## config.mk

```make
export PLATFORM = sky130hd
export DESIGN_NAME = aes_sub_bytes
export DESIGN_NICKNAME = d
export VERILOG_FILES = /design/src/rtl/aes_pkg.sv /design/src/rtl/aes_sbox_capture.sv /design/src/rtl/aes_sub_bytes.sv
export SDC_FILE = /design/constraint.sdc
export NUM_CORES = 1
export LEC_CHECK = 0
export CAP_MARGIN = 20
export CORE_ASPECT_RATIO = 2
export CORE_MARGIN = 8
export CORE_UTILIZATION = 35
export CTS_CLUSTER_DIAMETER = 200
export DETAILED_ROUTE_END_ITERATION = 10
export PLACE_DENSITY = 0.72
export SKIP_CTS_REPAIR_TIMING = 1
export SLEW_MARGIN = 20
export SYNTH_ARGS = -nofsm -noshare
export SYNTH_HDL_FRONTEND = slang
export SYNTH_SLANG_ARGS = --single-unit
```

## constraint.sdc

```tcl
create_clock -name clk -period 4.9 [get_ports clk]
set_input_delay 1.225 -clock clk [delete_from_list [all_inputs] [get_ports clk]]
set_output_delay 1.225 -clock clk [all_outputs]
set_load 0.02 [all_outputs]
```

## src/rtl/aes_pkg.sv

```systemverilog
// Shared AES definitions: state type, S-box RAM base addresses and the
// SubBytes engine FSM encoding.
package aes_pkg;

    typedef logic [127:0] aes_state_t;

    localparam logic [8:0] AES_SBOX_FWD_BASE = 9'h000;
    localparam logic [8:0] AES_SBOX_INV_BASE = 9'h100;
    localparam int         AES_NUM_BYTES     = 16;

    typedef enum logic [1:0] {
        ST_IDLE,
        ST_ISSUE,
        ST_DRAIN,
        ST_HOLD
    } aes_sb_state_e;

    // Byte idx of a state in FIPS-197 order (byte 0 is the most significant).
    function automatic logic [7:0] aes_get_byte(aes_state_t s, logic [3:0] idx);
        logic [6:0] msb;
        msb = 7'd127 - {idx, 3'b000};
        return s[msb -: 8];
    endfunction

endpackage

```

## src/rtl/aes_sbox_capture.sv

```systemverilog
// Capture side of the SubBytes engine: a READ_LATENCY-deep {valid, k} delay
// line that tracks each issued lookup pair, and the output register the
// returned S-box bytes are written into (pair k -> bytes 2k / 2k+1).
module aes_sbox_capture
    import aes_pkg::*;
#(
    parameter int READ_LATENCY = 1
) (
    input  logic       clk,
    input  logic       reset,
    input  logic       issue_valid,
    input  logic [2:0] issue_k,
    input  logic [7:0] sbox_douta,
    input  logic [7:0] sbox_doutb,
    output aes_state_t out_state,
    output logic       last_capture
);

    logic [READ_LATENCY-1:0] pipe_valid;
    logic [2:0]              pipe_k [READ_LATENCY];
    logic [7:0][15:0]        out_pairs;
    logic                    emerge_valid;
    logic [2:0]              emerge_k;

    // Valid bits of the delay line; cleared by reset so in-flight reads die.
    // NOTE: sequential logic uses non-blocking (<=) so every stage samples the
    // previous value of its neighbour; blocking here would collapse the shift.
    always_ff @(posedge clk) begin
        if (reset) begin
            pipe_valid <= '0;
        end else begin
            pipe_valid[0] <= issue_valid;
            for (int i = 1; i < READ_LATENCY; i++) begin
                pipe_valid[i] <= pipe_valid[i-1];
            end
        end
    end

    // Pair index travelling alongside each valid bit.
    // NOTE: payload registers are left unreset; they are only consumed when
    // the matching valid bit is set, and skipping the reset keeps them cheap.
    always_ff @(posedge clk) begin
        pipe_k[0] <= issue_k;
        for (int i = 1; i < READ_LATENCY; i++) begin
            pipe_k[i] <= pipe_k[i-1];
        end
    end

    assign emerge_valid = pipe_valid[READ_LATENCY-1];
    assign emerge_k     = pipe_k[READ_LATENCY-1];
    assign last_capture = emerge_valid && (emerge_k == 3'd7);

    // Write the returned byte pair into its slot; pair 0 is the top 16 bits.
    always_ff @(posedge clk) begin
        if (reset) begin
            out_pairs <= '0;
        end else if (emerge_valid) begin
            out_pairs[~emerge_k] <= {sbox_douta, sbox_doutb};
        end
    end

    assign out_state = out_pairs;

endmodule

```

## src/rtl/aes_sub_bytes.sv

```systemverilog
// Iterative AES SubBytes / InvSubBytes engine driving a shared 512x8
// dual-port S-box RAM (forward table at 0x000, inverse at 0x100). Issues two
// lookups per cycle for 8 cycles, collects the bytes and holds the result
// for a valid/ready handshake.
// Build option: define AES_SUB_BYTES_INV_EN to let in_inv select the inverse
// table; without it the block is encrypt-only and in_inv is ignored.
module aes_sub_bytes
    import aes_pkg::*;
#(
    parameter int READ_LATENCY = 1
) (
    input  logic         clk,
    input  logic         reset,
    input  logic         in_valid,
    output logic         in_ready,
    input  logic [127:0] in_state,
    input  logic         in_inv,
    output logic         out_valid,
    input  logic         out_ready,
    output logic [127:0] out_state,
    output logic [8:0]   sbox_ada,
    output logic [8:0]   sbox_adb,
    output logic         sbox_cea,
    output logic         sbox_ceb,
    output logic         sbox_ocea,
    output logic         sbox_oceb,
    input  logic [7:0]   sbox_douta,
    input  logic [7:0]   sbox_doutb
);

    if (READ_LATENCY != 1 && READ_LATENCY != 2) begin : g_bad_latency
        $error("aes_sub_bytes: READ_LATENCY must be 1 or 2");
    end

    aes_sb_state_e state_q, state_d;
    logic [2:0]    k_q;
    aes_state_t    data_q;
    logic [8:0]    sbox_base;
    logic          accept;
    logic          last_capture;

    assign accept    = in_valid && in_ready;
    assign sbox_ocea = 1'b1;
    assign sbox_oceb = 1'b1;

`ifdef AES_SUB_BYTES_INV_EN
    logic inv_q;

    // Table select is fixed for the whole block at the input handshake.
    always_ff @(posedge clk) begin
        if (accept) begin
            inv_q <= in_inv;
        end
    end

    assign sbox_base = inv_q ? AES_SBOX_INV_BASE : AES_SBOX_FWD_BASE;
`else
    logic unused_inv;
    assign unused_inv = in_inv;
    assign sbox_base  = AES_SBOX_FWD_BASE;
`endif

    // Input state latch; only read while ISSUE is active.
    always_ff @(posedge clk) begin
        if (accept) begin
            data_q <= in_state;
        end
    end

    // FSM state register and issue counter.
    always_ff @(posedge clk) begin
        if (reset) begin
            state_q <= ST_IDLE;
            k_q     <= 3'd0;
        end else begin
            state_q <= state_d;
            if (accept) begin
                k_q <= 3'd0;
            end else if (state_q == ST_ISSUE) begin
                k_q <= k_q + 3'd1;
            end
        end
    end

    // Next-state, handshake and RAM port control.
    // NOTE: every output gets a default before the case so no path leaves a
    // signal unassigned, which would otherwise infer a latch.
    always_comb begin
        state_d   = state_q;
        in_ready  = 1'b0;
        out_valid = 1'b0;
        sbox_ada  = '0;
        sbox_adb  = '0;
        sbox_cea  = 1'b0;
        sbox_ceb  = 1'b0;
        case (state_q)
            ST_IDLE: begin
                in_ready = 1'b1;
                if (in_valid) begin
                    state_d = ST_ISSUE;
                end
            end
            ST_ISSUE: begin
                sbox_cea = 1'b1;
                sbox_ceb = 1'b1;
                sbox_ada = sbox_base | {1'b0, aes_get_byte(data_q, {k_q, 1'b0})};
                sbox_adb = sbox_base | {1'b0, aes_get_byte(data_q, {k_q, 1'b1})};
                if (k_q == 3'd7) begin
                    state_d = ST_DRAIN;
                end
            end
            ST_DRAIN: begin
                if (last_capture) begin
                    state_d = ST_HOLD;
                end
            end
            ST_HOLD: begin
                out_valid = 1'b1;
                if (out_ready) begin
                    state_d = ST_IDLE;
                end
            end
            default: state_d = ST_IDLE;
        endcase
    end

    aes_sbox_capture #(
        .READ_LATENCY(READ_LATENCY)
    ) u_capture (
        .clk         (clk),
        .reset       (reset),
        .issue_valid (state_q == ST_ISSUE),
        .issue_k     (k_q),
        .sbox_douta  (sbox_douta),
        .sbox_doutb  (sbox_doutb),
        .out_state   (out_state),
        .last_capture(last_capture)
    );

endmodule

```

# Word-level counts from Yosys, hierarchy flattened
# Memory sizes are Yosys's and may differ from the RTL's.
# Cells that the tools add are included.
# W data, S select, Z words.
[totals] reg_bits=262 n_memories=1 rom_bits=0 latchBits=0 mem_bits_rw=3 out_inout_bits=152 inputBits=149
[mem_list] memory="u_capture.pipe_k" words=1 width=3 rd=1 rd_clocked_by_memory_dff=0 wr=1 line_no="aes_sbox_capture.sv:20" rtl="logic [2:0] pipe_k [READ_LATENCY];"
[op_classes] n_bitwise=1 reduce_logical=6 magnitude_cmp=2 eq_ne=9 n_mul=0 n_div=0 n_mux=13 n_addsub=3 n_shift=2
[ops] operator="$shiftx A135 B8 Y8" count=2
[ops] operator="$bwmux W128" count=1
[ops] operator="$demux W16 S3" count=1
[ops] operator="$mux W16" count=1
[ops] operator="$mux W8" count=2
[ops] operator="$sub A7 B7 Y7 const A" count=2
[ops] operator="$mux W2" count=4
[ops] operator="$ne A2 B2 Y1 const B" count=4
[ops] operator="$pmux W2 S4" count=1
[ops] operator="$eq A3 B3 Y1 const B" count=2
[ops] operator="$eq A2 B2 Y1 const B" count=2
[ops] operator="$lt A3 B4 Y1 const B" count=1
[ops] operator="$reduce_and A4 Y1" count=1
[ops] operator="$add A3 B1 Y3 const B" count=1
[ops] operator="$ge A3 B1 Y1 const B" count=1
[ops] operator="$logic_and A1 B1 Y1" count=3
[ops] operator="$mux W1" count=3
[ops] operator="$not A3 Y3" count=1
[ops] operator="$eq A2 B1 Y1 const B" count=1
[ops] operator="$logic_not A2 Y1" count=1
[ops] operator="$reduce_or A2 Y1" count=1

# Longest topological paths before layout
# Gate-level depths: netlist of the first run.
# An unclocked memory read counts as a cell.
[depth] depth_word=7 depth_mapped=7

# By module
# A second synthesis of the first run with hierarchy kept.
[hier_totals] hier_cells=729 area_unflattened_um2=10465.0
[modules_own_cells] mod="aes_sub_bytes" cells_per_inst=265 area_per_inst_um2=5307.6 instances=1 seq_area_each_um2=3943.8
[modules_own_cells] mod="aes_sbox_capture" cells_per_inst=464 area_per_inst_um2=5157.4 instances=1 seq_area_each_um2=2642.5

# Worst setup path after synthesis of the first run
# No wires, ideal clock.
[synth_timing] kind="in2reg" startpoint="in in_valid" endpoint="reg k_q[0]" path_buffers=0 stages=3 slack_ns=0.106 t_arrival_ns=4.675 t_required_ns=4.782 setup_time_ns=0.118 path_cell_list="and2_1 or2_2 nor2_1"
[synth_via] elab_chain_len=2
[synth_rtl] element="from (decl)" line_no="aes_sub_bytes.sv:14" rtl="input logic in_valid,"
[synth_rtl] element="$logic_and A1 B1 Y1" line_no="aes_sub_bytes.sv:42" rtl="assign accept = in_valid && in_ready;"
[synth_rtl] element="$reduce_or A2 Y1 (no source line)"
[synth_rtl] element="to (signal assigned)" line_no="aes_sub_bytes.sv:80" rtl="k_q <= k_q + 3'd1;"
[synth_rtl] element="to (decl)" line_no="aes_sub_bytes.sv:36" rtl="logic [2:0] k_q;"
# Every way passes these cells.
# A chain may end at the register's enable or synchronous reset.

# Worst setup path in the final report of the first run
[layout_timing] startpoint="reg k_q[1]" endpoint="out sbox_adb[4]"
[layout_via] elab_chain_len=3
[layout_rtl] element="$sub A7 B7 Y7" line_no="aes_pkg.sv:21" rtl="msb = 7'd127 - {idx, 3'b000};"
[layout_rtl] element="$shiftx A135 B8 Y8" line_no="aes_pkg.sv:22" rtl="return s[msb -: 8];"
[layout_rtl] element="$mux W8" line_no="aes_sub_bytes.sv:96" rtl="case (state_q)"
[layout_rtl] element="to (decl)" line_no="aes_sub_bytes.sv:22" rtl="output logic [8:0] sbox_adb,"
# Every way passes these cells.

==> flow_metrics.env, run 1 <==
export IMPL_slowest_delay_ns=0.95
export IMPL_muxShareOfSynthArea=0.0759
export IMPL_clk_pin_slew_ns=0.06
export IMPL_grt_max_degree=94
export IMPL_worstPathCellList="mux4_2, a22o_1, clkdlybuf4s50_1"
export IMPL_worstMarginPinSlew_ns=0.963
export IMPL_finalCritPeriodShare=0.810
export IMPL_layout_drive_gt1_share=0.0768
export IMPL_synth_xor_area_share=0.000886
export IMPL_track_usage=0.159
export IMPL_outcome="completed"
export IMPL_h_tree_depth=1
export IMPL_critPathLaunchType="register"
export IMPL_wirelength_microns=28000
export IMPL_dp_cells=1405
export IMPL_drv_slew=0
export IMPL_synthToLayoutAreaGrowth_pct=38.4
export IMPL_grt_antenna_before_repair=0
export IMPL_fin_nets=1232
export IMPL_synthSimpleGateAreaFrac=0.124
export IMPL_drc=0
export IMPL_path_delay_family="flip-flops"
export IMPL_start_util=0.353
export IMPL_crit_path_top_delay_cell="dfxtp_2"
export IMPL_vias_per_cell=4.90
export IMPL_min_period_ns=3.97
export IMPL_tns_ns=0
export IMPL_gp_congestion=0.768
export IMPL_synth_seq_cells=265
export IMPL_synth_top_family_by_area="simple AND/OR/NAND/NOR gates"
export IMPL_synth_area_leaders="edfxtp_1 (39%), dfxtp_1 (28%), nand2_1 (9.8%), mux4_2 (7.3%), a21oi_1 (6.5%)"
export IMPL_yosys_cell_types_count=33
export IMPL_p_leak_uw=0.00447
export IMPL_drt_iter0_drc=387
export IMPL_worst_setup_path_end_kind="primary output"
export IMPL_hold_viol=0
export IMPL_io_pins=301
export IMPL_maxCapViolations=0
export IMPL_synth_edf_count=128
export IMPL_ant_nets=0
export IMPL_cp_max_fo=35
export IMPL_seqCellArea_sq_um=6590
export IMPL_first_global_vias=7463
export IMPL_layout_cells_non_filler=1450
export IMPL_finalSetupViolations=0
export IMPL_synth_cell_area_sq_um=9890
export IMPL_netlist_top_cells_count="nand2_1 (258), dfxtp_1 (137), a21oi_1 (128), edfxtp_1 (128), clkbuf_1 (45)"
export IMPL_required_ns=3.67
export IMPL_n_antenna_cell=0
export IMPL_die_area_sq_um=34200
export IMPL_ys_warn_count=0
export IMPL_grt_ovfl_total=0
export IMPL_multi_input_area_sq_um=2900
export IMPL_core_sq_um=28000
export IMPL_num_rows=87
export IMPL_insertion_delay_ns=0.52
export IMPL_synth_top_area_share=0.389
export IMPL_pwr_density_cell_nw_per_um2=416
export IMPL_irDropWorstVdd_mv=0.389
export IMPL_dp_hpwl_microns=19900
export IMPL_drt_pass1_iter_count=5
export IMPL_skew_ns=0.00590
export IMPL_relSlewSlack=0.358
export IMPL_rsz0062_at_grt="no"
export IMPL_cts_root_buf="clkbuf_16"
export IMPL_fmax_ghz=0.252
export IMPL_critPathBufInv=1
export IMPL_ys_async_sr_fraction=0
export IMPL_cts_made_buffers=25
export IMPL_cts_tree="yes"
export IMPL_n_fill_cell=2406
export IMPL_die_w_microns=135
export IMPL_synth_seq_area_share=0.666
export IMPL_syn_area_per_cell_sq_um=12.0
export IMPL_yosysTopAreaCell="edfxtp_1"
export IMPL_synth_compound_area_share=0.0816
export IMPL_synth_ff_type="dfxtp_1"
export IMPL_cts_buffer_depth=3
export IMPL_post_synth_inst_count=826
export IMPL_hp_class="register to register"
export IMPL_cts_sinks=265
export IMPL_portBuffers=295
export IMPL_yosysMostFrequentCell="nand2_1"
export IMPL_grt_pass1_wl_microns=41800
export IMPL_route_vias_total=7101
export IMPL_synth_adder_area_share=0.00886
export IMPL_wl_per_cell_microns=19.3
export IMPL_die_height_microns=254
export IMPL_crit_type="register to primary output"
export IMPL_arrival_ns=2.75
==> layout by cell type (no fill, tap or decap), types with 2 or more instances in the layout <==
master,Yosys,layout
clkinv_1,0,5
clkinv_4,0,3
buf_4,17,6
edfxtp_1,128,128
a22o_1,16,16
conb_1,2,4
inv_1,3,3
nor2_1,4,4
and4b_1,3,3
nand4bb_1,2,2
dfxtp_1,137,135
clkbuf_16,0,25
and4bb_2,3,3
nor2b_1,5,4
clkbuf_1,45,7
mux2i_1,3,3
dfxtp_2,0,2
clkinvlp_4,0,2
ha_1,7,7
a21oi_1,128,128
mux4_2,32,32
clkinv_2,0,3
clkdlybuf4s50_1,0,294
nand4b_1,3,3
nand2_1,258,258
==> cell families after synthesis <==
group                      count (synthesis)
and+or+nand+nor                          287
other                                      2
AOI/OAI and AO/OA                        146
buffers and inverters                     83
DFF                                      265
adders and majority gates                  7
muxes                                     35
xor gates and xnor gates                   1
==> power by group <==
| group | switching, uW | internal (uW) |
|---|---|---|
| logic | 594 | 544 |
| registers | 116 | 2700 |
| clock network | 802 | 944 |
==> path summary, 6_finish.rpt <==
kind              cells after the start  slack, ns                              to                start
setup reg to reg                      5       2.70         state_q[0]$_SDFFE_PP0P_  k_q[1]$_SDFFE_PP0N_
setup / recovery                      3       0.93                     sbox_adb[4]  k_q[1]$_SDFFE_PP0N_
hold reg to reg                       0       0.42  u_capture.pipe_k[0][2]$_DFF_P_  k_q[2]$_SDFFE_PP0N_
hold / removal                        0       0.42  u_capture.pipe_k[0][2]$_DFF_P_  k_q[2]$_SDFFE_PP0N_
==> routing by layer <==
layer | wire length, microns | global-route usage | part of all wire | vias to the layer above
met2 | 13600 | 0.267 | 0.49 | 305
met1 | 10600 | 0.178 | 0.38 | 3386
li1 | - | - | - | 3363
met5 | 0 | 0 | 0 | -
met3 | 2900 | 0.0590 | 0.10 | 47
met4 | 836 | 0.0610 | 0.030 | 0
==> worst register-to-register path: cells and delay by family (launching register included) <==
| family | cells | cell delay (ns) |
|---|---|---|
| adders and majority gates | 2 | 0.44 |
| AOI/OAI and AO/OA | 2 | 0.67 |
| and+or+nand+nor | 1 | 0.05 |
| DFF | 1 | 0.95 |
==> final cells by class <==
type	count	area share
multi-input cells	480	0.212
clock inverters	13	0.00549
repair buffers	301	0.220
well taps	356	0.0325
inverters	3	0.000823
flip-flops and latches	265	0.481
clock buffers	32	0.0476
==> per-stage QoR <==
stage / util / total power [uW] / setup slack, ns / instance area [sq um] / hold slack, ns
after floorplan: - / 3580 / 0.106 / 9890 / 0.352
after global placement: 0.463 / 3980 / 1.44 / 13000 / 0.402
after detailed placement: 0.463 / 4030 / 1.42 / 13000 / 0.400
after CTS: 0.489 / 5790 / 0.819 / 13700 / 0.419
after global routing: 0.489 / 5960 / 0.791 / 13700 / 0.429
final: 0.489 / 5700 / 0.929 / 13700 / 0.416
==> registers in the layout (all words and copies together), names as in the netlist <==
name	cells
u_capture.pipe_k	3
data_q	128
state_q	2
u_capture.emerge_valid	1
u_capture.out_state	128
k_q	3
Power figures use the tool's default switching activity.
==> run 2, diff against run 1 <==
clock period = 3.4 ns   (was 4.9 ns; I/O delays follow)
==> run 2 against run 1 <==
Compared with the run above:
- setup slack got worse by 0.83 ns
- first-iteration DRC count decreased by 22%
- sequential cell count unchanged
- die area stayed put
- largest cell class unchanged
- highest routed layer unchanged
==> flow_metrics.env, run 2 (synthesis gave the netlist of run 1 again) <==
export IMPL_wl_per_cell_microns=19.4
export IMPL_worstPathCellList="buf_12, mux4_2, a22o_1, clkdlybuf4s50_1"
export IMPL_cp_max_fo=16
export IMPL_grt_ovfl_total=0
export IMPL_fmax_ghz=0.303
export IMPL_fin_util=0.499
export IMPL_num_rows=87
export IMPL_tns_ns=0
export IMPL_n_fill_cell=2355
export IMPL_p_leak_uw=0.00477
export IMPL_portBuffers=295
export IMPL_io_pins=301
export IMPL_pwr_density_cell_nw_per_um2=616
export IMPL_die_height_microns=254
export IMPL_hp_class="register to register"
export IMPL_grt_pass1_wl_microns=42200
export IMPL_start_util=0.353
export IMPL_grt_max_degree=70
export IMPL_cts_root_buf="clkbuf_16"
export IMPL_dp_cells=1410
export IMPL_ant_nets=0
export IMPL_postPlaceCellArea_sq_um=13100
export IMPL_worstMarginPinSlew_ns=0.869
export IMPL_die_area_sq_um=34200
export IMPL_drv_slew=0
export IMPL_n_antenna_cell=0
export IMPL_hold_ws_ns=0.426
export IMPL_layout_drive_gt1_share=0.0883
export IMPL_cts_made_buffers=24
export IMPL_min_period_ns=3.30
export IMPL_drc=0
export IMPL_worst_setup_path_end_kind="primary output"
export IMPL_relSlewSlack=0.417
export IMPL_critPathLaunchType="register"
export IMPL_outcome="completed"
export IMPL_rsz0062_at_grt="no"
export IMPL_final_common_cell="clkdlybuf4s50_1"
export IMPL_crit_type="register to primary output"
export IMPL_wirelength_microns=28200
export IMPL_final_cell_mix="clkdlybuf4s50_1 (282), nand2_1 (258), dfxtp_1 (135), a21oi_1 (128), edfxtp_1 (128)"
export IMPL_insertion_delay_ns=0.52
export IMPL_layout_cells_non_filler=1454
export IMPL_synthToLayoutAreaGrowth_pct=41.1
export IMPL_crit_path_top_delay_cell="clkdlybuf4s50_1"
export IMPL_grt_antenna_before_repair=0
export IMPL_drt_pass1_iter_count=7
export IMPL_first_global_vias=7572
export IMPL_track_usage=0.157
export IMPL_cts_tree="yes"
export IMPL_hold_viol=0
export IMPL_dp_hpwl_microns=20000
export IMPL_die_w_microns=135
export IMPL_met3_usage=0.0556
export IMPL_use_met1=0.181
export IMPL_required_ns=2.55
export IMPL_cts_buffer_depth=3
export IMPL_core_sq_um=28000
export IMPL_busiest_layer="met2"
export IMPL_fin_nets=1240
export IMPL_cts_sinks=265
export IMPL_route_vias_total=7143
export IMPL_irDropWorstVdd_mv=0.551
export IMPL_clk_pin_slew_ns=0.06
export IMPL_finalCritPeriodShare=0.969
export IMPL_h_tree_depth=1
export IMPL_final_area_sq_um=13900
export IMPL_vias_per_cell=4.91
export IMPL_arrival_ns=2.45
export IMPL_gp_congestion=0.780
export IMPL_finalSetupViolations=0
export IMPL_slowest_delay_ns=0.54
export IMPL_grt_use_met2=0.267
export IMPL_skew_ns=0.00927
export IMPL_drt_iter0_drc=302
export IMPL_maxCapViolations=0
## run 2: path summary, 6_finish.rpt
path	startpoint	end	slack [ns]	depth (start not counted)
max	k_q[0]$_SDFFE_PP0N_	sbox_adb[2]	0.10	4
min	k_q[2]$_SDFFE_PP0N_	u_capture.pipe_k[0][2]$_DFF_P_	0.43	0
max reg2reg	u_capture.pipe_k[0][0]$_DFF_P_	state_q[0]$_SDFFE_PP0P_	1.40	3
min reg2reg	k_q[2]$_SDFFE_PP0N_	u_capture.pipe_k[0][2]$_DFF_P_	0.43	0
## run 2: final cells by class
cell class / count / area, sq um / area share
clock buffers: 31 / 678 / 0.0486
clock inverters: 9 / 120 / 0.00861
inverters: 3 / 11.3 / 0.000807
multi-input cells: 480 / 2920 / 0.209
flip-flops and latches: 265 / 6590 / 0.473
well taps: 356 / 445 / 0.0319
repair buffers: 310 / 3180 / 0.228
## run 2: metrics by stage
stage	total power, uW	worst slack, ns
global route	8970	0.00956
finish	8590	0.104
CTS	8670	-0.111
global placement	5810	0.514
floorplan	5130	0.443
detailed placement	5870	0.470
## run 2: routing by layer
layer  wire length, microns  vias to the layer above
li1                       -                     3368
met1                  11000                     3428
met2                  13700                      311
met3                   2960                       36
met4                    631                        0
met5                      0                        -
## run 2: worst max-delay path: cells and delay by family (launching register included)
kind	cells	cell delay (ns)
flops	1	0.41
mux	1	0.51
compound gates	1	0.24
buf+inv	2	0.74
## run 2: power by group
group | internal, uW | switching (uW) | total [uW] | leakage [uW]
registers | 3880 | 162 | 4050 | 0.00233
logic | 876 | 901 | 1780 | 0.00205
clock network | 1620 | 1150 | 2770 | 0.000391
==> run 3, diff against run 2 <==
CORE_ASPECT_RATIO = not set   (was 2)
TNS_END_PERCENT = 10   (was not set)
==> run 3 against run 2 <==
Compared with the run above:
- utilization increased by 0.82 points
- power is 3.7% higher
- count of clock-buffer cells in the layout rose by 9
- highest routed layer unchanged
==> flow_metrics.env, run 3 (synthesis gave the netlist of run 1 again) <==
export IMPL_die_area_sq_um=33900
export IMPL_layout_drive_gt1_share=0.0905
export IMPL_hp_class="register to register"
export IMPL_finalCritPeriodShare=0.908
export IMPL_n_fill_cell=2463
export IMPL_met3_usage=0.0646
export IMPL_wirelength_microns=28600
export IMPL_preCtsSetupSlack_ns=0.257
export IMPL_cts_made_buffers=28
export IMPL_p_leak_uw=0.00488
export IMPL_power_uw=8910
export IMPL_fmax_ghz=0.324
export IMPL_grt_antenna_before_repair=0
export IMPL_start_util=0.356
export IMPL_die_w_microns=184
export IMPL_min_period_ns=3.09
export IMPL_n_antenna_cell=0
export IMPL_num_rows=61
export IMPL_cts_tree="yes"
export IMPL_core_sq_um=27800
export IMPL_drv_slew=0
export IMPL_h_tree_depth=1
export IMPL_cts_sinks=265
export IMPL_synthToLayoutAreaGrowth_pct=42.4
export IMPL_grt_ovfl_total=0
export IMPL_dp_cells=1432
export IMPL_vias_per_cell=4.85
export IMPL_cp_max_fo=33
export IMPL_final_cell_mix="clkdlybuf4s50_1 (278), nand2_1 (258), dfxtp_1 (135), a21oi_1 (128), edfxtp_1 (128)"
export IMPL_critPathLaunchType="register"
export IMPL_portBuffers=295
export IMPL_layout_cells_non_filler=1483
export IMPL_worst_setup_path_end_kind="primary output"
export IMPL_track_usage=0.162
export IMPL_dp_hpwl_microns=20700
export IMPL_irDropWorstVdd_mv=0.531
export IMPL_rsz0062_at_grt="no"
export IMPL_first_global_vias=7279
export IMPL_final_common_cell="clkdlybuf4s50_1"
export IMPL_cts_buffer_depth=3
export IMPL_fin_nets=1240
export IMPL_wl_per_cell_microns=19.3
export IMPL_insertion_delay_ns=0.54
export IMPL_drc=0
export IMPL_relSlewSlack=0.315
export IMPL_grt_use_met2=0.277
export IMPL_grt_max_degree=56
export IMPL_crit_type="register to primary output"
export IMPL_busiest_layer="met2"
export IMPL_use_met1=0.187
export IMPL_skew_ns=0.00764
export IMPL_cts_root_buf="clkbuf_16"
export IMPL_grt_pass1_wl_microns=42500
export IMPL_drt_pass1_iter_count=5
export IMPL_route_vias_total=7191
export IMPL_ant_nets=0
export IMPL_io_pins=301
export IMPL_outcome="completed"
export IMPL_required_ns=2.55
export IMPL_setup_slack_ns=0.314
export IMPL_die_height_microns=184
export IMPL_worstMarginPinSlew_ns=1.02
export IMPL_arrival_ns=2.24
export IMPL_hold_viol=0
export IMPL_clk_pin_slew_ns=0.06
export IMPL_maxCapViolations=0
export IMPL_drt_iter0_drc=449
export IMPL_pwr_density_cell_nw_per_um2=633
export IMPL_gp_congestion=0.797
export IMPL_finalSetupViolations=0
## run 3: cell count changes in the layout (fill, tap and decap cells not counted), moves of 2 or more
cell	previous run	this run
clkbuf_1	3	6
clkbuf_16	26	29
clkinvlp_4	1	3
clkdlybuf4s50_1	282	278
dlymetal6s2s_1	11	16
clkbuf_8	3	5
clkinv_2	3	1
buf_4	9	6
## run 3: final timing paths
check | startpoint | end | slack, ns | depth (start not counted)
setup reg to reg | u_capture.pipe_k[0][2]$_DFF_P_ | u_capture.out_state[42]$_SDFFE_PP0P_ | 1.31 | 3
hold / removal | k_q[0]$_SDFFE_PP0N_ | u_capture.pipe_k[0][0]$_DFF_P_ | 0.39 | 0
hold reg to reg | k_q[0]$_SDFFE_PP0N_ | u_capture.pipe_k[0][0]$_DFF_P_ | 0.39 | 0
setup / recovery | k_q[0]$_SDFFE_PP0N_ | sbox_ada[0] | 0.31 | 4
## run 3: area by class of cell
cell class	count	area [sq um]	share of cell area
multi-input combinational	480	2910	0.206
sequential	265	6590	0.468
inverter	3	11.3	0.000800
clock buffer	40	817	0.0580
timing repair buffer	306	3140	0.223
tap	378	473	0.0336
clock inverter	11	143	0.0101
## run 3: per-stage QoR
| stage | cell area [sq um] | utilization | setup TNS (ns) | hold slack [ns] |
|---|---|---|---|---|
| 4_1_cts | 14000 | 0.505 | -4.02 | 0.395 |
| 2_1_floorplan | 9900 | - | 0 | 0.352 |
| 6_report | 14100 | 0.507 | 0 | 0.392 |
| 3_5_place_dp | 13100 | 0.471 | 0 | 0.386 |
| 5_1_grt | 14100 | 0.507 | 0 | 0.401 |
| 3_3_place_gp | 13100 | 0.471 | 0 | 0.379 |
## run 3: per-layer routing
layer | vias up | wire length [microns]
met4 | 0 | 501
met2 | 318 | 13500
met1 | 3461 | 11200
met3 | 36 | 3390
met5 | - | 0
li1 | 3376 | -
## run 3: where the power goes
group          switching, uW  total (uW)  internal [uW]
clock network           1240        3140           1900
registers                166        4050           3890
logic                    892        1720            826
total                   2300        8910           6610
## run 3: worst max-delay path, cell delays in order, from the launching register on
cell,delay [ns]
dfxtp_2,0.36
buf_12,0.26
mux4_2,0.55
a22o_1,0.27
dlymetal6s2s_1,0.22
